[src/rtl/coms_pkg.sv]
// Shared frame definitions for the RS485 master/motor link: magics, frame lengths and CRC16.
// Both the master frame transmitter and the motor-board receiver import this package.
package coms_pkg;

  localparam logic [31:0] MAGIC_STATUS_REQ   = 32'h1CE1CEBB;
  localparam logic [31:0] MAGIC_SETPOINT     = 32'hD0D0D0D0;
  localparam logic [31:0] MAGIC_CONTROL_MODE = 32'hBAADA555;

  localparam int LEN_STATUS_REQ   = 7;
  localparam int LEN_SETPOINT     = 13;
  localparam int LEN_CONTROL_MODE = 26;

  localparam int MAGIC_NUMBER_LENGTH = 4;
  localparam int MAX_PAYLOAD         = 22;

  localparam logic [15:0] CRC16_INIT = 16'hFFFF;

  typedef enum logic [1:0] {
    NONE,
    STATUS_REQ,
    SETPOINT,
    CONTROL_MODE
  } frame_type_t;

  // Polynomial x^16+x^15+x^2+1, data[7] enters the register first.
  function automatic logic [15:0] nextCRC16_D8(input logic [7:0] data, input logic [15:0] crc);
    logic [15:0] c;
    logic        fb;
    c = crc;
    for (int i = 7; i >= 0; i--) begin
      fb = c[15] ^ data[i];
      c  = {c[14:0], 1'b0};
      if (fb) c = c ^ 16'h8005;
    end
    return c;
  endfunction

endpackage

[src/rtl/crc16_serial.sv]
// Byte-serial CRC16 accumulator: start reloads the seed, each byte_valid folds in one byte.
// Result is registered one cycle after the byte; no backpressure, accepts a byte every cycle.
module crc16_serial
  import coms_pkg::*;
(
  input  logic        clk,
  input  logic        reset,
  input  logic        start,
  input  logic        byte_valid,
  input  logic [7:0]  byte_in,
  output logic [15:0] crc_out
);

  always_ff @(posedge clk) begin
    if (!reset) begin
      crc_out <= CRC16_INIT;
    end else if (start) begin
      crc_out <= CRC16_INIT;
    end else if (byte_valid) begin
      crc_out <= nextCRC16_D8(byte_in, crc_out);
    end
  end

endmodule

[src/rtl/coms_frame_receiver.sv]
// Motor-board frame receiver: hunts magics, buffers payload, checks CRC16, filters by id, latches PID settings.
// Outputs land P cycles after the final byte is accepted; no backpressure, late bytes only feed the magic window.
module coms_frame_receiver
  import coms_pkg::*;
#(
  parameter logic [7:0] MOTOR_ID     = 8'd0,
  parameter int         CLK_FREQ_HZ  = 50_000_000,
  parameter int         BAUDRATE     = 2_000_000,
  parameter int         TIMEOUT_BITS = 20
) (
  input  logic               clk,
  input  logic               reset,
  input  logic [7:0]         rx_data,
  input  logic               rx_data_ready,
  output logic signed [23:0] setpoint,
  output logic [23:0]        neopxl_color,
  output logic [7:0]         control_mode,
  output logic signed [15:0] Kp,
  output logic signed [15:0] Ki,
  output logic signed [15:0] Kd,
  output logic signed [23:0] PWMLimit,
  output logic signed [23:0] IntegralLimit,
  output logic signed [23:0] deadband,
  output logic               status_request,
  output logic               setpoint_update,
  output logic               control_mode_update,
  output logic [15:0]        crc_error_count,
  output logic [15:0]        timeout_count
);

  localparam int TIMEOUT_CYCLES = CLK_FREQ_HZ / BAUDRATE * TIMEOUT_BITS;
  localparam int TW             = $clog2(TIMEOUT_CYCLES + 1);
  localparam logic [TW-1:0] TIMEOUT_LAST = TW'(TIMEOUT_CYCLES - 1);

  localparam logic [1:0] HUNT    = 2'd0;
  localparam logic [1:0] RECEIVE = 2'd1;
  localparam logic [1:0] CHECK   = 2'd2;
  localparam logic [1:0] COMMIT  = 2'd3;

  logic [1:0]    state;
  logic          rdy_q;
  logic          byte_vld;
  logic [7:0]    byte_dat;
  logic [23:0]   window;
  logic [31:0]   win_next;
  frame_type_t   ftype;
  frame_type_t   hit_type;
  logic [4:0]    hit_len;
  logic [4:0]    plen;
  logic [4:0]    count;
  logic [4:0]    crc_idx;
  logic [TW-1:0] timer;
  logic [7:0]    frame_buf [MAX_PAYLOAD];
  logic [15:0]   crc_out;
  logic [15:0]   rx_crc;
  logic [7:0]    frame_id;
  logic          magic_hit;
  logic          crc_ok;
  logic          id_unicast;
  logic          id_bcast;

  // The 4-byte magic window is the three stored bytes plus the byte being consumed.
  assign win_next = {window, byte_dat};

  always_comb begin
    hit_type = NONE;
    hit_len  = 5'd0;
    if (win_next == MAGIC_STATUS_REQ) begin
      hit_type = STATUS_REQ;
      hit_len  = 5'(LEN_STATUS_REQ - MAGIC_NUMBER_LENGTH);
    end else if (win_next == MAGIC_SETPOINT) begin
      hit_type = SETPOINT;
      hit_len  = 5'(LEN_SETPOINT - MAGIC_NUMBER_LENGTH);
    end else if (win_next == MAGIC_CONTROL_MODE) begin
      hit_type = CONTROL_MODE;
      hit_len  = 5'(LEN_CONTROL_MODE - MAGIC_NUMBER_LENGTH);
    end
  end

  assign magic_hit  = (state == HUNT) && byte_vld && (hit_type != NONE);
  assign rx_crc     = {frame_buf[plen - 5'd2], frame_buf[plen - 5'd1]};
  assign frame_id   = frame_buf[0];
  assign crc_ok     = (crc_out == rx_crc);
  assign id_bcast   = (frame_id == 8'hFF);
  assign id_unicast = (frame_id == MOTOR_ID) && !id_bcast;

  crc16_serial u_crc (
    .clk        (clk),
    .reset      (reset),
    .start      (magic_hit),
    .byte_valid (state == CHECK),
    .byte_in    (frame_buf[crc_idx]),
    .crc_out    (crc_out)
  );

  always_ff @(posedge clk) begin
    if (!reset) begin
      rdy_q         <= 1'b0;
      byte_vld      <= 1'b0;
      byte_dat      <= 8'd0;
      window        <= 24'd0;
      state         <= HUNT;
      ftype         <= NONE;
      plen          <= 5'd0;
      count         <= 5'd0;
      crc_idx       <= 5'd0;
      timer         <= '0;
      timeout_count <= 16'd0;
    end else begin
      rdy_q    <= rx_data_ready;
      byte_vld <= rx_data_ready & ~rdy_q;
      byte_dat <= rx_data;
      if (byte_vld) window <= win_next[23:0];
      case (state)
        HUNT: begin
          if (magic_hit) begin
            ftype <= hit_type;
            plen  <= hit_len;
            count <= 5'd0;
            timer <= '0;
            state <= RECEIVE;
          end
        end
        RECEIVE: begin
          if (byte_vld) begin
            count <= count + 5'd1;
            timer <= '0;
            if (count + 5'd1 == plen) begin
              crc_idx <= 5'd0;
              state   <= CHECK;
            end
          end else if (timer == TIMEOUT_LAST) begin
            state <= HUNT;
            if (timeout_count != 16'hFFFF) timeout_count <= timeout_count + 16'd1;
          end else begin
            timer <= timer + TW'(1);
          end
        end
        CHECK: begin
          crc_idx <= crc_idx + 5'd1;
          if (crc_idx == plen - 5'd3) state <= COMMIT;
        end
        default: state <= HUNT;
      endcase
    end
  end

  always_ff @(posedge clk) begin
    if (state == RECEIVE && byte_vld) frame_buf[count] <= byte_dat;
  end

  always_ff @(posedge clk) begin
    if (!reset) begin
      setpoint            <= '0;
      neopxl_color        <= '0;
      control_mode        <= '0;
      Kp                  <= '0;
      Ki                  <= '0;
      Kd                  <= '0;
      PWMLimit            <= '0;
      IntegralLimit       <= '0;
      deadband            <= '0;
      status_request      <= 1'b0;
      setpoint_update     <= 1'b0;
      control_mode_update <= 1'b0;
      crc_error_count     <= 16'd0;
    end else begin
      status_request      <= 1'b0;
      setpoint_update     <= 1'b0;
      control_mode_update <= 1'b0;
      if (state == COMMIT) begin
        if (!crc_ok) begin
          if (crc_error_count != 16'hFFFF) crc_error_count <= crc_error_count + 16'd1;
        end else if (id_unicast || id_bcast) begin
          case (ftype)
            STATUS_REQ: status_request <= id_unicast;
            SETPOINT: begin
              setpoint        <= {frame_buf[1], frame_buf[2], frame_buf[3]};
              neopxl_color    <= {frame_buf[4], frame_buf[5], frame_buf[6]};
              setpoint_update <= 1'b1;
            end
            CONTROL_MODE: begin
              control_mode        <= frame_buf[1];
              Kp                  <= {frame_buf[2], frame_buf[3]};
              Ki                  <= {frame_buf[4], frame_buf[5]};
              Kd                  <= {frame_buf[6], frame_buf[7]};
              PWMLimit            <= {frame_buf[8], frame_buf[9], frame_buf[10]};
              IntegralLimit       <= {frame_buf[11], frame_buf[12], frame_buf[13]};
              deadband            <= {frame_buf[14], frame_buf[15], frame_buf[16]};
              setpoint            <= {frame_buf[17], frame_buf[18], frame_buf[19]};
              control_mode_update <= 1'b1;
            end
            default: ;
          endcase
        end
      end
    end
  end

endmodule
[config.mk]
export PLATFORM = sky130hd
export DESIGN_NAME = coms_frame_receiver
export DESIGN_NICKNAME = d
export VERILOG_FILES = /design/src/rtl/coms_pkg.sv /design/src/rtl/crc16_serial.sv /design/src/rtl/coms_frame_receiver.sv
export SDC_FILE = /design/constraint.sdc
export NUM_CORES = 1
export LEC_CHECK = 0
export ABC_CLOCK_PERIOD_IN_PS = 8800
export BUFFER_PORTS_ARGS = -buffer_cell sky130_fd_sc_hd__buf_2
export CORE_ASPECT_RATIO = 1.25
export CORE_MARGIN = 4
export CORE_UTILIZATION = 25
export CTS_BUF_LIST = sky130_fd_sc_hd__clkbuf_8 sky130_fd_sc_hd__clkbuf_16
export DETAILED_ROUTE_END_ITERATION = 10
export REMOVE_ABC_BUFFERS = 1
export SYNTH_ARGS = -nofsm -noshare
export SYNTH_HDL_FRONTEND = slang
export SYNTH_SLANG_ARGS = --single-unit
[constraint.sdc]
create_clock -name clk -period 8.8 [get_ports clk]
set_clock_uncertainty 0.15 [all_clocks]
set_input_delay 1.76 -clock clk [delete_from_list [all_inputs] [get_ports clk]]
set_output_delay 1.76 -clock clk [all_outputs]
set_load 0.02 [all_outputs]
## After elaboration in Yosys (flattened, before gate mapping)

Memories as Yosys holds them, arrays and structs flattened. A register that Yosys moved wholly into a read port is not among the register bits.
Cells that the tools add are included.

| storage, ports and cells | value |
|---|---|
| register bits after elaboration | 217 |
| bits in writable memories | 176 |
| bits of input ports | 11 |
| output and inout port bits | 211 |
| memories | 1 |

Memories:

| name | words | bits a word | rd ports | clocked after memory_dff | write ports | RTL line | text |
|---|---|---|---|---|---|---|---|
| frame_buf | 22 | 8 | 23 | 11 | 1 | coms_frame_receiver.sv:53 | `logic [7:0] frame_buf [MAX_PAYLOAD];` |

| cells by class | value |
|---|---|
| add/sub/neg operators | 8 |
| equal/unequal tests | 23 |
| muxes and demuxes | 58 |
| bitwise logic cells | 21 |
| reduce and logical (&&, ||, !) cells | 35 |

Operator list:

| kind | number |
|---|---|
| $mux W16 | 29 |
| $eq A32 B32 Y1 const B | 2 |
| $pmux W24 S2 | 1 |
| $mux W5 | 9 |
| $add A16 B1 Y16 const B | 2 |
| $eq A32 B29 Y1 const B | 1 |
| $ne A16 B16 Y1 const B | 2 |
| $mux W9 | 3 |
| $not A3 Y3 | 8 |
| $reduce_and A4 Y1 | 6 |
| $pmux W5 S2 | 2 |
| $pmux W9 S2 | 1 |
| $eq A16 B16 Y1 | 1 |
| $mux W2 | 8 |
| $reduce_and A3 Y1 | 4 |
| $logic_not A1 Y1 | 11 |
| $add A5 B1 Y5 const B | 2 |
| $eq A5 B5 Y1 | 2 |
| $sub A5 B2 Y5 const B | 2 |
| $add A9 B1 Y9 const B | 1 |
| $eq A9 B9 Y1 const B | 1 |
| $ne A3 B3 Y1 const B | 3 |
| $eq A2 B2 Y1 const B | 4 |
| $eq A8 B8 Y1 const B | 1 |
| 16 further kinds | 39 |

## Depth between registers and ports, before layout

| depth | value |
|---|---|
| word-level depth | 40 |
| depth in mapped cells | 20 |
| mapped depth without buffers | 11 |

## By module

From an unflattened synthesis, not the netlist that was laid out.

| second synthesis, totals | value |
|---|---|
| cell total of the unflattened synthesis | 2225 |
| area total of the unflattened synthesis | 26780.7 um^2 |

Modules (own cells, without submodules):

| module | times used | cells each | area each (um^2) |
|---|---|---|---|
| coms_frame_receiver | 1 | 2141 | 25987.4 |
| crc16_serial | 1 | 84 | 793.3 |

## Worst setup path before layout

OpenSTA, ideal clock, no wires.

| timing | value |
|---|---|
| kind | reg2reg |
| start | register plen[0] |
| end | register neopxl_color[10] (read register of frame_buf) |
| setup time | 0.072 ns |
| arrival | 4.076 ns |
| required time | 8.578 ns |
| setup slack | 4.502 ns |
| cell stages (with the launch flop) | 21 |
| cell sequence | dfxtp_1 -> buf_6 -> buf_8 -> buf_6 -> buf_4 -> inv_1 -> ha_1 -> buf_6 -> buf_6 -> mux4_2 -> mux2i_1 -> mux2i_1 -> o211ai_1 -> nor4b_1 -> nand4_1 -> or2_1 -> buf_6 -> nor4b_2 -> buf_4 -> buf_8 -> mux2i_1 |

| on the way | value |
|---|---|
| cells in the longest elaborated chain, start to end | 4 |

Ends and longest elaborated chain:

| element | RTL line | text |
|---|---|---|
| start: declaration | coms_frame_receiver.sv:49 | `logic [4:0] plen;` |
| start signal: assignment | coms_frame_receiver.sv:118 | `plen <= hit_len;` |
| $sub A5 B1 Y5 or $sub A5 B2 Y5 (tied branches) | coms_frame_receiver.sv:81 | `assign rx_crc = {frame_buf[plen - 5'd2], frame_buf[plen - 5'd1]};` |
| $mem_v2 Z22 W8 * | - |  |
| $eq A16 B16 Y1 * | coms_frame_receiver.sv:83 | `assign crc_ok = (crc_out == rx_crc);` |
| $reduce_and A4 Y1 (no source line) * | - |  |
| end: declaration | coms_frame_receiver.sv:16 | `output logic [23:0] neopxl_color,` |

Mark *: on every way between the ends. The rest lies on a longest branch, timed or not.
A chain may end at the register's enable or synchronous reset.

## Final worst setup path

| timing | value |
|---|---|
| start | register ftype[0] |
| end | register IntegralLimit[11] (read register of frame_buf) |

| on the way | value |
|---|---|
| cells in the longest elaborated chain, start to end | 2 |

Ends and longest elaborated chain:

| element | RTL line | text |
|---|---|---|
| start: declaration | coms_frame_receiver.sv:46 | `frame_type_t ftype;` |
| start signal: assignment | coms_frame_receiver.sv:117 | `ftype <= hit_type;` |
| $eq A2 B2 Y1 | coms_frame_receiver.sv:175 | `case (ftype)` |
| $reduce_and A4 Y1 (no source line) | - |  |
| end: declaration | coms_frame_receiver.sv:22 | `output logic signed [23:0] IntegralLimit,` |

No other way between the ends.

==> impl_metrics.env <==
export IMPL_holdBufCountCts=0
export IMPL_grt_max_degree=206
export IMPL_cpPeakStageDelay_ns=0.83
export IMPL_finalMaxSlewViolations=0
export IMPL_io_pins=222
export IMPL_synth_ff_type="dfxtp_1"
export IMPL_drt_pass1_iter_count=5
export IMPL_synth_edf_count=192
export IMPL_hold_path_class="flip-flop to flip-flop"
export IMPL_setup_viol=0
export IMPL_place_gp_congestion=0.866
export IMPL_finalWirelength_um=74100
export IMPL_syn_area_per_cell_um2=12.0
export IMPL_worstSetupEndpointType="flip-flop"
export IMPL_ant_nets=0
export IMPL_die_area_um2=99300
export IMPL_rsz0062_at_grt="false"
export IMPL_grtUsageTotal_pct=14.6
export IMPL_drc=0
export IMPL_worstPathCellList="buf_4 -> inv_2 -> ha_2 -> buf_4 -> buf_4 -> mux4_2 -> mux2i_1 -> mux2_2 -> o211a_1 -> nor4b_1 -> nand4_1 -> or2_1 -> nor3_4 -> buf_4 -> mux2i_1"
export IMPL_ys_types=68
export IMPL_run_status="completed"
export IMPL_cp_max_fo=59
export IMPL_core_region_area_um2=93200
export IMPL_fillers=9582
export IMPL_critPathRequiredTime_ns=9.17
export IMPL_postCtsSetupBuffers=0
export IMPL_p_total_mw=4.78
export IMPL_hold_ws_ns=0.235
export IMPL_initial_utilization_pct=25.3
export IMPL_synthCells=1957
export IMPL_grt_pass1_vias=16400
export IMPL_worst_setup_path_type="flip-flop to flip-flop"
export IMPL_placed_area_um2=25600
export IMPL_period_share_pct=69.9
export IMPL_hold_viol_final=0
export IMPL_fmaxAchievable_mhz=163
export IMPL_slew_headroom_pct=11.0
export IMPL_vias=16600
export IMPL_vdd_ir_drop_max_mv=0.145
export IMPL_cts_buffer_depth=3
export IMPL_die_w_um=283
export IMPL_worst_pin_slew_ns=1.33
export IMPL_crit_arrival_ns=6.52
export IMPL_synth_seq_cells=484
export IMPL_ys_warn_count=0
export IMPL_antenna_found_initial=2
export IMPL_crit_top_cell="buf_4"
export IMPL_area_growth_pct=16.4
export IMPL_cts_sinks=484
export IMPL_synthTopCellsByArea="dfxtp_1, edfxtp_1, mux4_2, mux2i_1, nand2_1"
export IMPL_die_height_um=351
export IMPL_stdcell_count=3388
export IMPL_wl_per_cell_um=21.9
export IMPL_p_leak_nw=9.90
export IMPL_detailed_place_hpwl_um=52800
export IMPL_numCtsBuffers=55
export IMPL_final_min_clock_period_ns=6.15
export IMPL_synth_top_area_cell="dfxtp_1"
export IMPL_finalNetCount=2159
export IMPL_ys_seq_area_share_pct=49.3
export IMPL_power_density_nw_per_um2=174
export IMPL_layout_drive_gt1_share_pct=24.7
export IMPL_timing_final_ws_setup_ns=2.65
export IMPL_async_flop_share_pct=0
export IMPL_netlist_area_um2=23600
export IMPL_setup_tns_ns=0
export IMPL_row_count=125
export IMPL_place_inst=3284
export IMPL_drt_initial_drc_count=1528
export IMPL_cp_start_kind="flip-flop"
export IMPL_clk_latency_ns=0.63
export IMPL_viasPerCell=4.89
export IMPL_cts_root_buf="clkbuf_16"
export IMPL_io_buffers=221
export IMPL_htree_levels=2
export IMPL_pre_cts_ws_ns=2.67
export IMPL_max_cap_viol_count=0
export IMPL_synth_top_cell_area_share_pct=24.8
export IMPL_reg2reg_slack_ns=2.65
export IMPL_cts_repair_resized=0
export IMPL_crit_slowest_cell="buf_4"
export IMPL_grt_first_pass_wirelength_um=109000
export IMPL_final_area_um2=27400
export IMPL_cts_tree="yes"
export IMPL_clkTransAtPathRegs_ns=0.06
export IMPL_gr_total_overflow=0
export IMPL_finalCoreUtilization_pct=29.4
sequential cells by signal, indices dropped and copies added, names as in the netlist, 9 cells and up, named ones only:
register / count
Ki: 16
setpoint: 24
window: 24
Kd: 16
u_crc.crc_out: 16
deadband: 24
neopxl_color: 24
frame_buf: 192
crc_error_count: 16
timeout_count: 16
PWMLimit: 24
timer: 9
IntegralLimit: 24
Kp: 16
critical path, delay by kind of cell (launching register included):
| kind | cells | cell delay [ns] |
|---|---|---|
| buffers and inverters | 5 | 2.39 |
| AO/OA/AOI/OAI | 1 | 0.20 |
| adder cells (fa/ha/maj) | 1 | 0.74 |
| multiplexers | 4 | 0.87 |
| flip-flops | 1 | 0.31 |
| AND/OR/NAND/NOR | 4 | 1.30 |
cells in the final DEF (no fill, tap or decap), types with 7 or more instances in the layout:
master	netlist	layout
mux4_2	144	144
bufinv_16	0	7
a211oi_1	19	19
o211ai_1	21	21
o21ai_0	23	22
dfxtp_1	292	289
o31ai_1	9	9
inv_1	22	36
and3_1	8	8
edfxtp_1	192	192
a21oi_1	33	33
nor2b_1	7	7
nor4_1	8	8
nand2_1	399	399
or4_1	10	10
nor2_1	114	114
nor3_1	8	8
mux2i_1	263	263
xnor2_1	25	25
xor2_1	25	25
ha_1	13	11
mux2_2	39	39
and2_1	11	11
nand2b_1	9	9
or3_1	12	12
buf_2	14	220
clkbuf_16	0	55
nand3_1	21	21
clkbuf_8	0	7
buf_4	22	29
nand4_1	24	24
layer usage:
metal / vias to the layer above / GRT usage, % / routed length, um
li1: 7546 / - / -
met2: 668 / 25.5 / 36900
met3: 142 / 3.03 / 5090
met5: - / 0 / 0
met1: 8205 / 17.4 / 28700
met4: 0 / 6.24 / 3380
cells in the mapped netlist, drive strengths merged (7+ instances only):
library cell and instances:
and3 8, nor4 8, a211oi 20, nor2 115, edfxtp 192, mux4 147, inv 23, mux2 39
or3 12, nand2b 9, o211ai 21, a21oi 34, nand3 21, mux2i 263, nor3 9, clkbuf 63
and2 11, o31ai 9, o21ai 24, nor2b 7, buf 67, nor4b 8, nand2 399, ha 13
xnor2 26, xor2 26, nand4 24, or4 10, dfxtp 292
kinds of logic after synthesis:
| kind of cell | Yosys count | share of synthesized area (%) |
|---|---|---|
| AO/OA/AOI/OAI | 141 | 4.00 |
| XOR/XNOR | 55 | 2.33 |
| adder cells (fa/ha/maj) | 13 | 0.690 |
| buffers and inverters | 155 | 4.24 |
| flip-flops | 484 | 49.3 |
| multiplexers | 449 | 27.1 |
| AND/OR/NAND/NOR | 660 | 12.4 |
final cells by class:
| cell class | instances | area (um^2) | share of cell area, % |
|---|---|---|---|
| Clock inverter | 41 | 409 | 1.49 |
| Inverter | 25 | 93.8 | 0.342 |
| Multi-Input combinational cell | 1318 | 11000 | 40.0 |
| Timing Repair Buffer | 251 | 1350 | 4.93 |
| Sequential cell | 484 | 11600 | 42.3 |
| Antenna cell | 1 | 2.50 | 0.00912 |
| Clock buffer | 62 | 1470 | 5.37 |
| Tap cell | 1206 | 1510 | 5.50 |
path summary, 6_finish.rpt:
check | start | end | cells past startpoint
worst max-delay path | ftype[0] | IntegralLimit[11] | 15
worst min-delay path | rdy_q | byte_vld | 1
worst max register to register | ftype[0] | IntegralLimit[11] | 15
worst min register to register | rdy_q | byte_vld | 1
where the power goes:
group,internal [mW],switching [mW]
Clock,1.41,0.965
Sequential,2.33,0.00388
Combinational,0.0160,0.0623
Total,3.75,1.03
No activity file was read; power rests on OpenSTA's default activity.
